## src/rtl/byte_2_word_pkg.sv

```systemverilog
// Shared types and constants for the byte-to-word assembler.
// Holds the FSM state enum, bus widths and the byte-ordering helper.
package byte_2_word_pkg;

    localparam int unsigned BYTE_W             = 8;
    localparam int unsigned WORD_W             = 16;
    localparam int unsigned CNT_W              = 16;
    localparam int unsigned TIMEOUT_CYCLES_DEF = 1024;

    typedef enum logic {
        IDLE       = 1'b0,
        HAVE_FIRST = 1'b1
    } state_e;

    function automatic logic [WORD_W-1:0] assemble_word(
        input logic [BYTE_W-1:0] first_byte,
        input logic [BYTE_W-1:0] second_byte,
        input logic              lsb_first
    );
        return lsb_first ? {second_byte, first_byte} : {first_byte, second_byte};
    endfunction

endpackage

```

## src/rtl/b2w_timeout_cnt.sv

```systemverilog
// Idle-cycle counter that flags expiry of a half-received word.
// Only built when BYTE_2_WORD_TIMEOUT_EN is defined.
`ifdef BYTE_2_WORD_TIMEOUT_EN
module b2w_timeout_cnt
    import byte_2_word_pkg::*;
#(
    parameter int unsigned TIMEOUT_CYCLES = TIMEOUT_CYCLES_DEF
) (
    input  logic clk_i,
    input  logic rst_ni,
    input  logic en_i,
    input  logic clr_i,
    output logic expire_o
);

    localparam logic [CNT_W-1:0] LAST = CNT_W'(TIMEOUT_CYCLES - 1);

    logic [CNT_W-1:0] cnt_q, cnt_d;

    assign expire_o = en_i & (cnt_q == LAST);

    always_comb begin
        cnt_d = cnt_q;
        if (clr_i || expire_o) begin
            cnt_d = '0;
        end else if (en_i) begin
            cnt_d = cnt_q + 1'b1;
        end
    end

    always_ff @(posedge clk_i or negedge rst_ni) begin
        if (!rst_ni) begin
            cnt_q <= '0;
        end else begin
            cnt_q <= cnt_d;
        end
    end

endmodule
`endif

```

## src/rtl/byte_2_word.sv

```systemverilog
// Reassembles byte pairs into 16-bit words; receive side of the word splitter.
// Define BYTE_2_WORD_TIMEOUT_EN to drop a half word after TIMEOUT_CYCLES idle ce cycles.
module byte_2_word
    import byte_2_word_pkg::*;
#(
    parameter bit          LSB_FIRST      = 1'b1,
    parameter int unsigned TIMEOUT_CYCLES = TIMEOUT_CYCLES_DEF
) (
    input  logic              clk,
    input  logic              rst,
    input  logic              ce,
    input  logic              byte_dv,
    input  logic [BYTE_W-1:0] byteee,
    input  logic              flush,
    output logic              word_dv,
    output logic [WORD_W-1:0] word,
    output logic              pending,
    output logic              timeout_err
);

    if (TIMEOUT_CYCLES < 2 || TIMEOUT_CYCLES > 65535) begin : g_bad_timeout
        $error("byte_2_word: TIMEOUT_CYCLES must be in 2..65535");
    end

    state_e            state_q, state_d;
    logic [BYTE_W-1:0] first_q, first_d;
    logic [WORD_W-1:0] word_q, word_d;
    logic              word_dv_q, word_dv_d;
    logic              terr_q, terr_d;
    logic              pending_q;
    logic              expire;

`ifdef BYTE_2_WORD_TIMEOUT_EN
    logic cnt_en, cnt_clr;

    // Only idle ce cycles age the held byte; any byte or flush restarts the count.
    assign cnt_en  = ce & ~byte_dv & ~flush & (state_q == HAVE_FIRST);
    assign cnt_clr = ce & (byte_dv | flush);

    b2w_timeout_cnt #(
        .TIMEOUT_CYCLES (TIMEOUT_CYCLES)
    ) u_timeout_cnt (
        .clk_i    (clk),
        .rst_ni   (rst),
        .en_i     (cnt_en),
        .clr_i    (cnt_clr),
        .expire_o (expire)
    );
`else
    assign expire = 1'b0;
`endif

    always_comb begin
        state_d   = state_q;
        first_d   = first_q;
        word_d    = word_q;
        word_dv_d = 1'b0;
        terr_d    = 1'b0;
        if (ce) begin
            if (flush) begin
                state_d = IDLE;
                first_d = '0;
            end else if (byte_dv) begin
                if (state_q == IDLE) begin
                    first_d = byteee;
                    state_d = HAVE_FIRST;
                end else begin
                    word_d    = assemble_word(first_q, byteee, LSB_FIRST);
                    word_dv_d = 1'b1;
                    state_d   = IDLE;
                end
            end else if (expire) begin
                state_d = IDLE;
                first_d = '0;
                terr_d  = 1'b1;
            end
        end
    end

    // Pulses are recomputed every clk so they last one cycle even when ce drops.
    always_ff @(posedge clk or negedge rst) begin
        if (!rst) begin
            state_q   <= IDLE;
            first_q   <= '0;
            word_q    <= '0;
            word_dv_q <= 1'b0;
            terr_q    <= 1'b0;
            pending_q <= 1'b0;
        end else begin
            state_q   <= state_d;
            first_q   <= first_d;
            word_q    <= word_d;
            word_dv_q <= word_dv_d;
            terr_q    <= terr_d;
            pending_q <= (state_d == HAVE_FIRST);
        end
    end

    assign word_dv     = word_dv_q;
    assign word        = word_q;
    assign pending     = pending_q;
    assign timeout_err = terr_q;

endmodule

```

## config.mk

```make
export PLATFORM = sky130hd
export DESIGN_NAME = byte_2_word
export DESIGN_NICKNAME = d
export VERILOG_FILES = /design/src/rtl/byte_2_word_pkg.sv /design/src/rtl/b2w_timeout_cnt.sv /design/src/rtl/byte_2_word.sv
export SDC_FILE = /design/constraint.sdc
export NUM_CORES = 1
export LEC_CHECK = 0
export BUFFER_PORTS_ARGS = -buffer_cell sky130_fd_sc_hd__clkbuf_2
export CORE_MARGIN = 8
export CORE_UTILIZATION = 49
export DETAILED_ROUTE_END_ITERATION = 10
export HOLD_SLACK_MARGIN = 0.1
export PLACE_DENSITY = 0.79
export SYNTH_ARGS = -nofsm -noshare
export SYNTH_HDL_FRONTEND = slang
export SYNTH_HIERARCHICAL = 1
export SYNTH_SLANG_ARGS = --single-unit
```

## constraint.sdc

```tcl
create_clock -name clk -period 1.8 [get_ports clk]
set_clock_uncertainty 0.2 [all_clocks]
set_input_delay 0.09 -clock clk [delete_from_list [all_inputs] [get_ports clk]]
set_output_delay 0.09 -clock clk [all_outputs]
set_load 0.02 [all_outputs]
```

==> impl_results.md <==
* Status: complete, no violations
* PD cells at 1090 mW/mm²
* Initial core utilization at 50.8%
* CP arrival at 1.68 ns
* CP required at 1.81 ns
* Grt ovf at 0
* Worst-Margin Slew at 0.606 ns
* Final max-slew violation count at 0
* Drt drc at 0
* Ant diodes at 0
* Nets at 148
* Warnings from Yosys at 6
* Placed cell area at 0.00125 mm²
* Die W at 63.4 µm
* Dpl hpwl at 1.62 mm
* LEAKAGE at 0.725 nW
* Non-Filler Instances at 162
* Max incr delay on CP at 0.53 ns
* Register area share after synthesis at 59.0%
* Layout area overhead at 27.6%
* Antenna violations before repair at 0
* Cells after Synth at 94
* Hold WC Path Type: input pin to async pin
* GRT Util Overall at 11.6%
* Routability cong. at 0.763
* Clk buf depth at 2
* Final Hold Viols at 0
* Vias in the first global route at 850
* Mapped Area at 0.00110 mm²
* Clock transition at path regs at 0.13 ns
* IO buf count at 30
* Synth Register Bits at 26
* Unique masters post-synth at 18
* TNS Setup at 0 ns
* Period utilisation layout at 92.9%
* Largest net degree at the start of global routing at 27
* Drt pass-1 iters at 4
* Max VDD drop at 0.790 mV
* Fill count at 174
* Crit start category: input pin
* Hold_ws at 0.0973 ns
* Critical setup path kind: input pin to flop
* CP max FO at 25
* RSZ-0062 raised after global routing: no
* First-pass GRT wire length at 3.85 mm
* Via density at 4.85
* I/O pins at 32
* FP Rows at 17
* Syn Area/Cell at 11.7 µm²
* Die height at 63.4 µm
* Vias at 786
* Worst path cell trace: dlygate4sd3_1 > clkbuf_2 > nand4b_4 > mux2_4
* Clk sinks at 26
* F_max at 0.598 GHz
* TritonCTS clock tree: built
* Worst skew pair latency at 0.31 ns
* H-tree Lvls at 1
* Max-cap violations at 0
* Core area at 0.00217 mm²
* Die area at 0.00402 mm²
* Layout cells sized above 1 at 32.8%
* Design area at 0.00141 mm²
* Critical Path Slowest Stage Cell: dlygate4sd3_1
* Num CTS Buffers at 3
* Max-slew headroom at 59.6%
* Final setup vio count at 0
* Avg WL per Cell at 13.7 µm
* Final antenna-violating net count at 0
* Placed insts at 146
* Fin crit period at 1.67 ns
* Synth Net Count at 107
* CTS Root Cell: clkbuf_4
* Endpoint class of the critical path: flop
* Total Wirelength at 2.22 mm
* DRC marker count from the first detailed-route iteration at 9
-- per-layer routing --
metal / up-vias / track usage, % / share of wire (%)
li1: 405 / - / -
met5: - / 0 / 0
met2: 19 / 18.6 / 48
met4: 0 / 5.01 / 0.63
met1: 360 / 14.0 / 45
met3: 2 / 3.53 / 5.8
-- sequential cells by signal, summed over array words and instances (netlist names) --
name	cells
word	16
pending	1
word_dv	1
first_q	8
-- worst max-delay path, delay by kind of cell --
kind	cells	cell delay, ns
buf+inv	2	0.81
simple gates	1	0.37
mux	1	0.41
-- power breakdown --
group,internal [W],switching (W),total (W),leakage [nW]
Combinational,0.000195,0.000272,0.000467,0.369
Clock,0.000123,0.000162,0.000285,0.0210
Sequential,0.000709,0.0000719,0.000781,0.335
Total,0.00103,0.000506,0.00153,0.725
-- cell families (layout without fill, tap and decap cells) --
family,after synthesis,after routing,share of synthesized area [%]
flops,26,26,59.0
other cells,1,1,0.340
buf+inv,18,58,7.83
mux,8,8,9.19
compound gates,26,26,13.7
simple gates,15,15,9.88
-- placed cells by master (no fill, tap or decap), types with 4 or more instances in the layout --
cell           instances
o22ai_1                9
dlygate4sd3_1         12
clkbuf_2              30
mux2_2                 5
a21oi_1                5
a22oi_1                4
dfrtp_1               26
inv_1                 11
nand2_1                8
and4b_1                4
o21ai_0                8
-- cell type report --
cell class	count	area, µm²	area share (%)
well taps	28	35.0	2.49
multi-input cells	50	365	26.0
repair buffers	43	278	19.8
inverters	11	41.3	2.94
flip-flops and latches	26	651	46.3
clock buffers	4	36.3	2.58
-- worst paths after layout --
path / from / end / slack, ns / cells after the start
worst max-delay path: ce / word[14] / 0.13 / 4
max in group asynchronous: rst / first_q[6] / 0.91 / 2
worst max register to register: pending / word[14] / 0.17 / 2
worst min register to register: word[3] / word[3] / 0.29 / 2
min in group clk: word[3] / word[3] / 0.29 / 2
worst min-delay path: rst / pending / 0.1 / 2
-- through the flow --
stage / power (W) / util, % / worst slack, ns
after floorplan: 0.00108 / - / 0.236
after global placement: 0.00123 / 57.6 / 0.252
after detailed placement: 0.00125 / 57.6 / 0.174
after CTS: 0.00155 / 64.8 / 0.133
after global routing: 0.00163 / 64.8 / 0.0599
final: 0.00153 / 64.8 / 0.127
-- cells in the mapped netlist --
library cell	number	share of area (%)
and4b_1	4	3.6
a22oi_1	4	2.7
o21ai_0	8	3.6
a21oi_1	5	2.3
nand2b_1	1	0.57
nand4b_4	1	2.2
o22ai_1	9	5.1
buf_4	2	1.4
conb_1	1	0.34
mux2_2	5	5.1
clkbuf_1	1	0.34
buf_2	3	1.4
inv_1	11	3.7
nand2_1	8	2.7
buf_6	1	1.0
and3b_1	1	0.79
dfrtp_1	26	59
mux2_4	3	4.1
-- what timing repair did --
| action | in CTS | in global routing |
|---|---|---|
| setup buffers | 0 | 0 |
| hold buffers | 12 | 0 |
| resized for setup | 0 | 0 |
| hold endpoints to repair | 44 | 0 |
Power figures use the tool's default switching activity.
